===== src/rtl/rx_uart.sv =====
`timescale 1ns/1ps
// rx_uart: oversampled UART receiver, 8N1 by default.
// Define UART_RX_PARITY_EN for 8E1 frames with parity checking.
module rx_uart #(
  parameter int OVERSAMPLE = 16
) (
  input  logic       clk,
  input  logic       rst,
  input  logic       sample_tick,
  input  logic       rx_bit_i,
  output logic [7:0] rx_data_o,
  output logic       rx_valid_o,
  output logic       frame_err_o,
  output logic       parity_err_o,
  output logic       busy_o
);

  localparam int CW = $clog2(OVERSAMPLE);
  localparam logic [CW-1:0] HALF_M1 =
    CW'(OVERSAMPLE / 2 - 1);
  localparam logic [CW-1:0] FULL_M1 =
    CW'(OVERSAMPLE - 1);

  typedef enum logic [2:0] {
    S_IDLE,
    S_START,
    S_DATA,
    S_STOP
`ifdef UART_RX_PARITY_EN
    , S_PARITY
`endif
  } state_t;

  state_t state_q, state_d;

  logic          sync1_q;
  logic          rxs_q;
  logic          prev_s_q, prev_s_d;
  logic [CW-1:0] tick_cnt_q, tick_cnt_d;
  logic [2:0]    bit_idx_q, bit_idx_d;
  logic [7:0]    shift_q, shift_d;
  logic [7:0]    data_q, data_d;
  logic          valid_q, valid_d;
  logic          ferr_q, ferr_d;
  logic          at_half;
  logic          at_full;

`ifdef UART_RX_PARITY_EN
  logic          par_q, par_d;
  logic          perr_q, perr_d;
`endif

  assign at_half = (tick_cnt_q == HALF_M1);
  assign at_full = (tick_cnt_q == FULL_M1);

  // Two-flop synchronizer on the pad, idles high
  always_ff @(posedge clk or negedge rst) begin
    if (!rst) begin
      sync1_q <= 1'b1;
      rxs_q   <= 1'b1;
    end else begin
      sync1_q <= rx_bit_i;
      rxs_q   <= sync1_q;
    end
  end

  // Line level as seen at the previous tick
  always_comb begin
    prev_s_d = prev_s_q;
    if (sample_tick)
      prev_s_d = rxs_q;
  end

  // Frame FSM: next state, datapath and pulses
  always_comb begin
    state_d    = state_q;
    tick_cnt_d = tick_cnt_q;
    bit_idx_d  = bit_idx_q;
    shift_d    = shift_q;
    data_d     = data_q;
    valid_d    = 1'b0;
    ferr_d     = 1'b0;
`ifdef UART_RX_PARITY_EN
    par_d      = par_q;
    perr_d     = 1'b0;
`endif
    if (sample_tick) begin
      tick_cnt_d = tick_cnt_q + CW'(1);
      unique case (state_q)
        S_IDLE: begin
          if (prev_s_q && !rxs_q) begin
            state_d    = S_START;
            tick_cnt_d = '0;
          end
        end
        S_START: begin
          if (at_half) begin
            tick_cnt_d = '0;
            bit_idx_d  = 3'd0;
            state_d    = rxs_q ? S_IDLE
                               : S_DATA;
          end
        end
        S_DATA: begin
          if (at_full) begin
            tick_cnt_d = '0;
            shift_d    = {rxs_q, shift_q[7:1]};
            bit_idx_d  = bit_idx_q + 3'd1;
            if (bit_idx_q == 3'd7) begin
`ifdef UART_RX_PARITY_EN
              state_d = S_PARITY;
`else
              state_d = S_STOP;
`endif
            end
          end
        end
`ifdef UART_RX_PARITY_EN
        S_PARITY: begin
          if (at_full) begin
            tick_cnt_d = '0;
            par_d      = rxs_q;
            state_d    = S_STOP;
          end
        end
`endif
        S_STOP: begin
          if (at_full) begin
            tick_cnt_d = '0;
            state_d    = S_IDLE;
            if (!rxs_q) begin
              ferr_d = 1'b1;
`ifdef UART_RX_PARITY_EN
            end else if (^{shift_q, par_q}) begin
              perr_d = 1'b1;
`endif
            end else begin
              data_d  = shift_q;
              valid_d = 1'b1;
            end
          end
        end
        default: begin
          state_d    = S_IDLE;
          tick_cnt_d = '0;
        end
      endcase
    end
  end

  // Frame state and output registers
  always_ff @(posedge clk or negedge rst) begin
    if (!rst) begin
      state_q    <= S_IDLE;
      prev_s_q   <= 1'b1;
      tick_cnt_q <= '0;
      bit_idx_q  <= 3'd0;
      shift_q    <= 8'h00;
      data_q     <= 8'h00;
      valid_q    <= 1'b0;
      ferr_q     <= 1'b0;
    end else begin
      state_q    <= state_d;
      prev_s_q   <= prev_s_d;
      tick_cnt_q <= tick_cnt_d;
      bit_idx_q  <= bit_idx_d;
      shift_q    <= shift_d;
      data_q     <= data_d;
      valid_q    <= valid_d;
      ferr_q     <= ferr_d;
    end
  end

`ifdef UART_RX_PARITY_EN
  // Received parity bit and mismatch pulse
  always_ff @(posedge clk or negedge rst) begin
    if (!rst) begin
      par_q  <= 1'b0;
      perr_q <= 1'b0;
    end else begin
      par_q  <= par_d;
      perr_q <= perr_d;
    end
  end

  assign parity_err_o = perr_q;
`else
  assign parity_err_o = 1'b0;
`endif

  assign rx_data_o   = data_q;
  assign rx_valid_o  = valid_q;
  assign frame_err_o = ferr_q;
  assign busy_o      = (state_q != S_IDLE);

endmodule

===== config.mk =====
export PLATFORM = sky130hd
export DESIGN_NAME = rx_uart
export DESIGN_NICKNAME = d
export VERILOG_FILES = /design/src/rtl/rx_uart.sv
export SDC_FILE = /design/constraint.sdc
export NUM_CORES = 1
export LEC_CHECK = 0
export CORE_UTILIZATION = 55
export CTS_BUF_LIST = sky130_fd_sc_hd__clkbuf_8
export CTS_CLUSTER_SIZE = 10
export DETAILED_ROUTE_END_ITERATION = 16
export HOLD_SLACK_MARGIN = 0.06
export PLACE_DENSITY_LB_ADDON = 0.05
export SETUP_SLACK_MARGIN = 0.1
export SYNTH_ARGS = -nofsm -noshare
export SYNTH_HDL_FRONTEND = slang
export SYNTH_SLANG_ARGS = --single-unit

===== constraint.sdc =====
create_clock -name clk -period 2.9 [get_ports clk]
set_input_delay 0.58 -clock clk [delete_from_list [all_inputs] [get_ports clk]]
set_output_delay 0.58 -clock clk [all_outputs]
set_load 0.03 [all_outputs]

== Word-level counts from Yosys, hierarchy flattened ==
Cells that the tools add are included.
W data, S select, Z words.
Cells by class
  reductions and logical operators: 10
  muxes and demuxes: 22
  equality and inequality tests: 11
  add/sub/neg operators: 2
Operators with widths (count)
  $mux W3: 7
  $mux W4: 3
  $pmux W3 S4: 1
  $pmux W4 S3: 1
  $ne A2 B2 Y1 const B: 5
  $mux W1: 8
  $reduce_and A4 Y1: 2
  $eq A3 B2 Y1 const B: 2
  $pmux W3 S2: 1
  $reduce_and A6 Y1: 1
  $add A4 B1 Y4 const B: 1
  $eq A4 B3 Y1 const B: 1
  $eq A4 B4 Y1 const B: 1
  $add A3 B1 Y3 const B: 1
  $eq A3 B1 Y1 const B: 1
  $eq A3 B3 Y1 const B: 1
  $logic_not A3 Y1: 1
  $reduce_and A3 Y1: 1
  $reduce_bool A3 Y1: 1
  $mux W2: 1
  $reduce_bool A2 Y1: 1
  $reduce_or A2 Y1: 1
  $logic_and A1 B1 Y1: 1
  $logic_not A1 Y1: 1
Storage, ports and cells
  bits of input ports: 4
  register bits after elaboration: 31
  output and inout bits: 12
  word-level logic and storage cells: 55

== Logic depth before layout (Yosys ltp) ==
Gate-level depths: netlist of run 1.
  word-level depth: 4
  depth in mapped cells: 5
  mapped depth without buffers: 4

== Worst setup path after synthesis of run 1 ==
No wires, ideal clock.
  path type: reg2reg
  start: register tick_cnt_q[0]
  end: register data_q[0] (netlist: rx_data_o[0])
  data required time: 2.775 ns
  setup slack: 1.334 ns
  cell stages (with the launch flop): 6
  arrival time: 1.441 ns
  path buffers: 1
  setup time: 0.125 ns
  period minus slack after synthesis: 1.566 ns
  cell sequence: dfrtp_1 > ha_1 > and4_1 > buf_4 > nand4_4 > mux2_2
On the way
  longest elaborated chain between the ends: 2
RTL lines
  from (decl): line 39  | logic [CW-1:0] tick_cnt_q, tick_cnt_d;
  from (signal assigned): line 165  | tick_cnt_q <= tick_cnt_d;
  $eq A4 B4 Y1: line 54  | assign at_full = (tick_cnt_q == FULL_M1);
  $reduce_and A4 Y1 (no line)
  to (signal assigned): line 168  | data_q <= data_d;
  to (decl): line 42  | logic [7:0] data_q, data_d;
Every way passes these cells.
A chain may end at the register's enable or synchronous reset.

== Worst setup path in the final report of run 1 ==
  start: register state_q[1]
  end: output port busy_o
On the way
  longest elaborated chain between the ends: 1
RTL lines
  from (decl): line 34  | state_t state_q, state_d;
  from (signal assigned): line 163  | state_q <= state_d;
  $reduce_bool A3 Y1: line 194  | assign busy_o = (state_q != S_IDLE);
  to (decl): line 15  | output logic busy_o
Every way passes these cells.

==> results of run 1 <==
==> cells in the mapped netlist <==
| cell type | instances | area share (%) |
|---|---|---|
| conb_1 | 1 | 0.28 |
| o211ai_1 | 1 | 0.56 |
| nor4b_2 | 1 | 1.1 |
| clkbuf_1 | 1 | 0.28 |
| dfstp_2 | 3 | 5.8 |
| nor2_4 | 1 | 0.83 |
| a221oi_1 | 1 | 0.65 |
| a21oi_1 | 3 | 1.1 |
| and2_0 | 1 | 0.46 |
| a211oi_1 | 4 | 2.2 |
| buf_2 | 3 | 1.1 |
| a21boi_0 | 1 | 0.56 |
| mux2_2 | 17 | 14 |
| o41ai_1 | 1 | 0.65 |
| buf_4 | 2 | 1.1 |
| nor4bb_1 | 1 | 0.74 |
| o21ai_0 | 5 | 1.9 |
| o22ai_1 | 1 | 0.46 |
| inv_1 | 5 | 1.4 |
| and3_1 | 2 | 0.93 |
| nand3_1 | 1 | 0.37 |
| dfrtp_1 | 27 | 50 |
| ha_1 | 3 | 2.8 |
| nand4_4 | 1 | 1.6 |
| a22o_1 | 2 | 1.3 |
| nor2_1 | 3 | 0.83 |
| nor3_1 | 4 | 1.5 |
| nand2b_1 | 2 | 0.93 |
| nor3b_1 | 1 | 0.56 |
| a32o_1 | 1 | 0.74 |
| nand2_1 | 1 | 0.28 |
| and4_1 | 1 | 0.65 |
| nor2b_1 | 1 | 0.46 |
| a41o_1 | 1 | 0.74 |
| nand4_1 | 2 | 0.93 |
==> worst reg2reg max path, delay by kind of cell, from the launching register on <==
| kind | cells | cell delay [ns] |
|---|---|---|
| and+or+nand+nor | 2 | 0.64 |
| DFF | 1 | 0.38 |
| muxes | 1 | 0.34 |
| adders and majority gates | 1 | 0.28 |
==> cell usage in the layout (no fill, tap or decap), types with 3 or more instances in the layout <==
cell type        synthesis  routed
clkbuf_8                 0       6
nor3_1                   4       4
ha_1                     3       3
mux2_2                  17      17
o21ai_0                  5       5
clkdlybuf4s50_1          0      14
nor2_1                   3       3
a211oi_1                 4       4
dfrtp_1                 27      27
a21oi_1                  3       3
dfstp_2                  3       3
inv_1                    5       6
==> where the power goes <==
part,leakage [nW],internal [W],total (W),switching [W]
logic,0.286,0.000108,0.000208,0.000100
registers,0.384,0.000493,0.000573,0.0000795
clock network,0.0524,0.000187,0.000336,0.000149
total,0.723,0.000789,0.00112,0.000328
==> stage by stage <==
stage / cell area, um^2 / std cells
floorplan: 1350 / 106
global placement: 1499 / 143
detailed placement: 1499 / 143
CTS: 1590 / 151
global route: 1590 / 151
finish: 1590 / 151
==> routing by layer <==
metal | wire [um] | vias up | GRT usage (%)
li1 | - | 418 | -
met1 | 1085 | 434 | 24.32
met2 | 1033 | 19 | 28.79
met3 | 103 | 7 | 6.725
met4 | 59 | 0 | 14.41
met5 | 0 | - | 0
==> state kept, by name, indices dropped and copies added, names as in the netlist <==
register	count
rx_data_o	8
shift_q	8
tick_cnt_q	4
bit_idx_q	3
state_q	2
frame_err_o	1
prev_s_q	1
rx_valid_o	1
rxs_q	1
sync1_q	1
==> cell families (layout without fill, tap and decap cells) <==
group / count (synthesis) / after routing / synth area share (%)
buffers and inverters: 11 / 28 / 3.892
and+or+nand+nor: 23 / 23 / 12.14
AOI/OAI and AO/OA: 21 / 21 / 10.84
DFF: 30 / 30 / 55.89
muxes: 17 / 17 / 14.18
adders and majority gates: 3 / 3 / 2.781
other: 1 / 1 / 0.2778
==> worst min-delay path by stage <==
stage | slack, ns | to | from | cells after the start
6_report | 0.36 | rxs_q$_DFF_PN1_ | sync1_q$_DFF_PN1_ | 0
5_1_grt | 0.36 | rxs_q$_DFF_PN1_ | sync1_q$_DFF_PN1_ | 0
4_1_cts | 0.36 | rxs_q$_DFF_PN1_ | sync1_q$_DFF_PN1_ | 0
3_5_place_dp | 0.35 | rxs_q$_DFF_PN1_ | sync1_q$_DFF_PN1_ | 0
3_3_place_gp | 0.35 | rxs_q$_DFF_PN1_ | sync1_q$_DFF_PN1_ | 0
2_1_floorplan | 0.28 | bit_idx_q[0]$_DFFE_PN0P_ | rst | 0
==> final cells by class <==
| cell class | count | area, um^2 |
|---|---|---|
| clock inverters | 2 | 8.758 |
| multi-input cells | 65 | 543.0 |
| flip-flops and latches | 30 | 754.5 |
| inverters | 5 | 18.77 |
| clock buffers | 6 | 82.58 |
| fillers | 179 | 664.4 |
| repair buffers | 15 | 147.6 |
| well taps | 28 | 35.03 |
==> run_results.csv, run 1 <==
group,metric,value,unit
drt,viasPerCell,5.815,
setup_path,critPathArrivalTime,1.83,ns
global_route,grt_max_degree,31,
synthesis,synth_area,1350,um^2
die,start_util,59.88,%
synthesis,yosysSeqAreaShare,55.89,%
setup_path,r2r_start,"tick_cnt_q[0]$_DFFE_PN0P_",
clock_network,clock-sinks,30,
setup_path,crit_path_top_delay_cell,"clkdlybuf4s50_1",
sta,layout_setup_ws,0.4891,ns
synthesis,ys_seq_elements,30,
synthesis,synth.avg_cell_area,12.74,um^2
power_and_ir_drop,p_leak,0.7227,nW
sta,fmax,414.8,MHz
drt,vias,878,
placed_design,place_congestion,0.8363,
setup_path,crit_end,"busy_o",
sta,tns,0,ns
setup_path,worstPathCellList,"inv_1 -> nand2_1 -> clkdlybuf4s50_1",
clock_network,cts_root_buffer,"clkbuf_8",
power_and_ir_drop,power.density,702.5,nW/um^2
global_route,globalRouteOverflowTotal,0,
setup_path,critical_path_class,"register to output port",
final_layout,syn_to_final_growth,17.79,%
global_route,grt_pass1_vias,821,
clock_network,cts_resized,0,
die,pin_count,16,
sta,hold_viol_final,0,
final_layout,layout-drive-gt1-share,25.20,%
clock_network,clk_pin_slew,0.06,ns
drt,detail_route.iter0.violations,24,
clock_network,ctsHoldBuffers,0,
placed_design,port_buffers,14,
drt,drc_errors,0,
power_and_ir_drop,power,0.001117,W
status,outcome,"finished, final reports clean",
synthesis,syn_inst,106,
global_route,track_usage,19.79,%
global_route,grt_first_pass_wirelength,3.601,mm
drt,wl_per_cell,15.11,um
power_and_ir_drop,peakVddDrop,0.0004745,V
die,die_h,51.55,um
setup_path,crit_fanout,12,
min_path,holdCritPathClass,"register to register",
final_layout,fin_util,70.53,%
job,maxCapViolations,0,
setup_path,max_stage_delay,0.66,ns
sta,fin_crit_sh,83.14,%
sta,slew_viol_final,0,
sta,skew,0.005623,ns
drt,drt-pass1-iter-count,4,
final_layout,diodes,0,
setup_path,crit_family,"buffers and inverters",
die,die-area,2657,um^2
synthesis,synth.distinct_cells,35,
placed_design,hpwl,1.544,mm
setup_path,start_kind,"register",
sta,finalHoldWorstSlack,0.3560,ns
clock_network,h-tree-depth,2,
setup_path,r2r_cells,4,
synthesis,synth_warnings,0,
setup_path,cp.depth,3,
clock_network,clk_path_buf_depth,2,
synthesis,syn_nets,113,
global_route,antenna_found_initial,0,
die,core,2255,um^2
drt,antenna_violating_nets_post_route,0,
placed_design,post-place-ws,0.5851,ns
clock_network,cts_buffers,5,
clock_network,cts_tree,"built",
final_layout,fin_nets,129,
setup_path,r2r_setup_slack,1.14,ns
setup_path,end_kind,"output port",
drt,totalWireLength,2.281,mm
setup_path,rr_endpoint,"rx_data_o[1]$_DFFE_PN0P_",
clock_network,clk_latency,0.28,ns
setup_path,worstSetupStartpoint,"state_q[1]$_DFFE_PN0P_",
sta,period_minus_slack,2.411,ns
die,rows,17,
sta,rsz0062_at_grt,"no",
clock_network,postCtsSetupBuffers,0,
die,die_x,51.55,um
setup_path,cp_num_buf_inv,2,
sta,setup_violations,0,
setup_path,worstPathRequired,2.32,ns
Note: power is estimated with default switching activity, not from simulation.
==> run 2, diff against run 1 <==
- clock period: 2.9 -> 2.3 ns (I/O delays scaled with it)
==> run 2 against run 1 <==
Global-route usage grew 3.8 points. Utilization grew 2.5 points. Total power is 36% higher. Routed wire length is 6.6% higher. Register-to-register slack worse by 0.56 ns. First-iteration DRC count increased by 4.2%. Clock power is 59% higher. Via count is 1.3% higher. Final area is 3.5% higher. Sequential share of layout area fell by 1.6 points. Setup slack lost 0.11 ns. Largest cell class unchanged. Highest routed layer unchanged.
==> run_results.csv, run 2 (synthesis gave the netlist of run 1 again) <==
group,metric,value,unit
clock_network,cts_buffers,5,
placed_design,dp.cells,146,
sta,fin_crit_sh,83.44,%
die,die-area,2657,um^2
final_layout,syn_to_final_growth,21.96,%
clock_network,cts_tree,"built",
global_route,track_usage,23.54,%
drt,drt-pass1-iter-count,5,
final_layout,finalNonFillerCells,153,
power_and_ir_drop,power.share.switching,27.00,%
placed_design,port_buffers,14,
global_route,globalRouteOverflowTotal,0,
power_and_ir_drop,p_seq_share,47.4,%
power_and_ir_drop,power_frac_comb,17.5,%
power_and_ir_drop,pwr-share-clk,35.1,%
placed_design,hpwl,1.611,mm
setup_path,critPathArrivalTime,1.46,ns
final_layout,mostFrequentLayoutCells,"dfrtp_1, mux2_2, clkdlybuf4s50_1, clkbuf_8",
job,maxCapViolations,0,
power_and_ir_drop,p_leak,0.7472,nW
sta,max_slew_margin,61.58,%
min_path,holdCritPathClass,"register to register",
final_layout,final_common_cell,"dfrtp_1",
setup_path,critical_path_class,"register to output port",
clock_network,clock-sinks,30,
clock_network,postCtsSetupBuffers,0,
placed_design,post-place-ws,0.1996,ns
power_and_ir_drop,power.density,922.3,nW/um^2
final_layout,design_area,1647,um^2
status,outcome,"finished, final reports clean",
global_route,grt_first_pass_wirelength,4.146,mm
final_layout,fin_nets,132,
placed_design,placed_area,1534,um^2
die,die_x,51.55,um
sta,setup_violations,0,
drt,drc_errors,0,
sta,fmax,521.0,MHz
sta,worst_slew_pin_slew,0.5746,ns
global_route,grt_max_degree,21,
die,core,2255,um^2
setup_path,start_kind,"register",
drt,viasPerCell,5.810,
sta,period_minus_slack,1.919,ns
sta,hold_viol_final,0,
die,rows,17,
clock_network,clk_pin_slew,0.06,ns
setup_path,worstPathRequired,1.84,ns
clock_network,cts_resized,0,
sta,rsz0062_at_grt,"no",
sta,skew,0.008020,ns
clock_network,cts_root_buffer,"clkbuf_8",
drt,antenna_violating_nets_post_route,0,
drt,vias,889,
drt,totalWireLength,2.432,mm
drt,wl_per_cell,15.90,um
clock_network,h-tree-depth,2,
sta,tns,0,ns
sta,slew_viol_final,0,
die,start_util,59.88,%
placed_design,place_congestion,0.8666,
power_and_ir_drop,peakVddDrop,0.0009065,V
power_and_ir_drop,p_switching,0.0004100,W
setup_path,end_kind,"output port",
final_layout,diodes,0,
final_layout,layout-drive-gt1-share,27.20,%
power_and_ir_drop,p_int,0.001109,W
clock_network,ctsHoldBuffers,0,
die,die_h,51.55,um
die,pin_count,16,
sta,layout_setup_ws,0.3808,ns
final_layout,nFillCells,173,
global_route,grt_pass1_vias,856,
drt,detail_route.iter0.violations,25,
setup_path,crit_fanout,5,
global_route,antenna_found_initial,0,
clock_network,clk_latency,0.28,ns
clock_network,clk_path_buf_depth,2,
run 2: final timing paths:
kind	start	to	slack, ns	depth (start not counted)
min in group asynchronous	rst	tick_cnt_q[0]$_DFFE_PN0P_	0.55	1
max reg2reg	tick_cnt_q[0]$_DFFE_PN0P_	shift_q[1]$_DFFE_PN0P_	0.58	4
min	sync1_q$_DFF_PN1_	rxs_q$_DFF_PN1_	0.36	0
max	state_q[1]$_DFFE_PN0P_	busy_o	0.38	3
min reg2reg	sync1_q$_DFF_PN1_	rxs_q$_DFF_PN1_	0.36	0
max in group asynchronous	rst	bit_idx_q[2]$_DFFE_PN0P_	1.25	2
run 2: layout make-up:
type / count / area (um^2) / share of cell area (%)
clock inverter: 1 / 30.03 / 1.824
tap: 28 / 35.03 / 2.128
timing repair buffer: 18 / 182.7 / 11.09
multi-input combinational: 65 / 543.0 / 32.98
inverter: 5 / 18.77 / 1.140
clock buffer: 6 / 82.58 / 5.015
sequential: 30 / 754.5 / 45.82
run 2: routing by layer:
metal / up-vias / part of all wire [%] / global-route usage (%)
li1: 422 / - / -
met1: 438 / 47 / 30.12
met2: 25 / 47 / 33.33
met3: 4 / 4.4 / 9.649
met4: 0 / 1.6 / 13.96
met5: - / 0 / 0
run 2: through the flow:
stage	utilization (%)	power, W	hold WS (ns)
floorplan	-	0.0009151	0.1644
global route	73.03	0.001604	0.3577
finish	73.03	0.001519	0.3560
CTS	73.03	0.001524	0.3566
global placement	68.04	0.0009795	0.3467
detailed placement	68.04	0.0009907	0.3479
run 2: power groups by stage:
stage	clock network (W)	logic, W	registers [W]
after floorplan	0	0.000232	0.000683
after global placement	0	0.000258	0.000721
after detailed placement	0	0.000265	0.000725
after CTS	0.000539	0.000268	0.000717
after global routing	0.000564	0.000307	0.000734
final	0.000533	0.000266	0.000720
run 2: critical path, stage by stage (launching register included):
cell	delay [ns]
dfrtp_1	0.38
inv_1	0.15
nand2_1	0.07
clkdlybuf4s50_1	0.59
==> run 3, diff against run 2 <==
- clock period: 2.3 -> 1.8 ns (I/O delays scaled with it)
==> run 3 against run 2 <==
Clock power is 4.7% higher. Routed wire length down 0.78%. Count of clock-buffer cells in the layout unchanged. Sequential power up 29%. Largest power group unchanged. Highest routed layer unchanged.
==> run_results.csv, run 3 (synthesis gave the netlist of run 1 again) <==
group,metric,value,unit
power_and_ir_drop,p_int,0.001298,W
drt,viasPerCell,5.713,
final_layout,mostFrequentLayoutCells,"dfrtp_1, mux2_2, clkdlybuf4s50_1, buf_4, clkbuf_8",
power_and_ir_drop,peakVddDrop,0.001066,V
drt,wl_per_cell,15.37,um
global_route,globalRouteOverflowTotal,0,
clock_network,clk_path_buf_depth,2,
sta,rsz0062_at_grt,"no",
sta,period_minus_slack,1.684,ns
power_and_ir_drop,p_leak,0.7838,nW
clock_network,cts_tree,"built",
sta,hold_viol_final,0,
drt,vias,897,
setup_path,critical_path_class,"input pin to register",
drt,wl_met1,1.106,mm
sta,slew_viol_final,0,
setup_path,end_kind,"register",
drt,antenna_violating_nets_post_route,0,
drt,wl_met2,1.109,mm
sta,setup_violations,0,
clock_network,cts_buffers,5,
sta,fin_crit_sh,93.57,%
die,start_util,59.88,%
final_layout,final_common_cell,"dfrtp_1",
drt,totalWireLength,2.413,mm
power_and_ir_drop,pwr-share-clk,30.2,%
die,die_h,51.55,um
power_and_ir_drop,p_seq_share,50.2,%
drt,top_layer,"met4",
power_and_ir_drop,p_switching,0.0005477,W
setup_path,crit_fanout,6,
setup_path,cp_num_buf_inv,1,
final_layout,syn_to_final_growth,22.80,%
drt,detail_route.iter0.violations,13,
placed_design,port_buffers,14,
die,die_x,51.55,um
global_route,grt_first_pass_wirelength,4.036,mm
final_layout,fin_nets,135,
power_and_ir_drop,power_frac_comb,19.6,%
die,rows,17,
placed_design,place_congestion,0.8791,
sta,fmax,593.7,MHz
clock_network,h-tree-depth,2,
setup_path,critPathArrivalTime,1.85,ns
clock_network,clk_latency,0.28,ns
setup_path,worstPathCellList,"clkdlybuf4s50_1 -> nand4_1 -> nor2_4 -> mux2_2",
setup_path,worstPathRequired,1.97,ns
clock_network,clock-sinks,30,
final_layout,nFillCells,157,
sta,skew,0.006705,ns
power_and_ir_drop,power,0.001845,W
global_route,grt_pass1_vias,909,
drt,met3_length,91,um
power_and_ir_drop,power.density,1113,nW/um^2
clock_network,cts_root_buffer,"clkbuf_8",
global_route,antenna_found_initial,0,
placed_design,hpwl,1.600,mm
setup_path,crit_path_top_delay_cell,"clkdlybuf4s50_1",
drt,drc_errors,0,
clock_network,clk_pin_slew,0.06,ns
sta,tns,0,ns
clock_network,ctsHoldBuffers,0,
final_layout,layout-drive-gt1-share,31.01,%
die,core,2255,um^2
die,die-area,2657,um^2
final_layout,diodes,0,
status,outcome,"finished, final reports clean",
global_route,track_usage,22.23,%
drt,drt-pass1-iter-count,4,
power_and_ir_drop,power.share.switching,29.68,%
global_route,grt_max_degree,31,
die,pin_count,16,
setup_path,start_kind,"input pin",
job,maxCapViolations,0,
min_path,holdCritPathClass,"register to register",
setup_path,crit_family,"simple AND/OR/NAND/NOR gates",
setup_path,max_stage_delay,0.56,ns
run 3: path summary, 6_finish.rpt:
check                                           from                      to  slack, ns  cells after the start
setup / recovery                         sample_tick  shift_q[1]$_DFFE_PN0P_       0.12                      4
hold / removal                     sync1_q$_DFF_PN1_         rxs_q$_DFF_PN1_       0.36                      0
setup reg to reg           tick_cnt_q[0]$_DFFE_PN0P_  shift_q[1]$_DFFE_PN0P_       0.16                      4
hold reg to reg                    sync1_q$_DFF_PN1_         rxs_q$_DFF_PN1_       0.36                      0
max in group asynchronous                        rst       sync1_q$_DFF_PN1_       1.03                      2
min in group asynchronous                        rst  state_q[1]$_DFFE_PN0P_       0.46                      2
run 3: area by class of cell:
class / count / area (um^2) / share of cell area (%)
clock inverters: 2 / 12.51 / 0.7547
multi-input cells: 66 / 566.8 / 34.19
flip-flops and latches: 30 / 754.5 / 45.51
clock buffers: 6 / 82.58 / 4.981
repair buffers: 20 / 187.7 / 11.32
inverters: 5 / 18.77 / 1.132
well taps: 28 / 35.03 / 2.113
run 3: routing by layer:
metal  vias to the layer above  global-route usage [%]
met3                        11                   7.310
met5                         -                       0
met1                       432                   26.03
li1                        434                       -
met2                        20                   33.77
met4                         0                   16.67
run 3: through the flow:
stage / std cells / util [%] / cell area [um^2] / hold WS (ns) / worst slack, ns
6_report: 157 / 73.53 / 1658 / 0.3551 / 0.1157
3_3_place_gp: 148 / 68.04 / 1534 / 0.3464 / -0.06670
5_1_grt: 157 / 73.53 / 1658 / 0.3622 / 0.07253
2_1_floorplan: 106 / - / 1350 / 0.06441 / 0.2340
4_1_cts: 156 / 72.25 / 1629 / 0.3567 / 0.1169
3_5_place_dp: 148 / 68.04 / 1534 / 0.3479 / -0.1035
run 3: power groups by stage:
stage / Combinational (W) / Clock, W / Sequential, W
after floorplan: 0.000296 / 0 / 0.000873
after global placement: 0.000326 / 0 / 0.000928
after detailed placement: 0.000347 / 0 / 0.000930
after CTS: 0.000347 / 0.000578 / 0.000918
after global routing: 0.000417 / 0.000592 / 0.000949
final: 0.000361 / 0.000558 / 0.000926
run 3: what timing repair did:
action                                  CTS  global route
buffers inserted                          0             0
endpoints found under the setup margin    0            10
resized for setup                         0             5
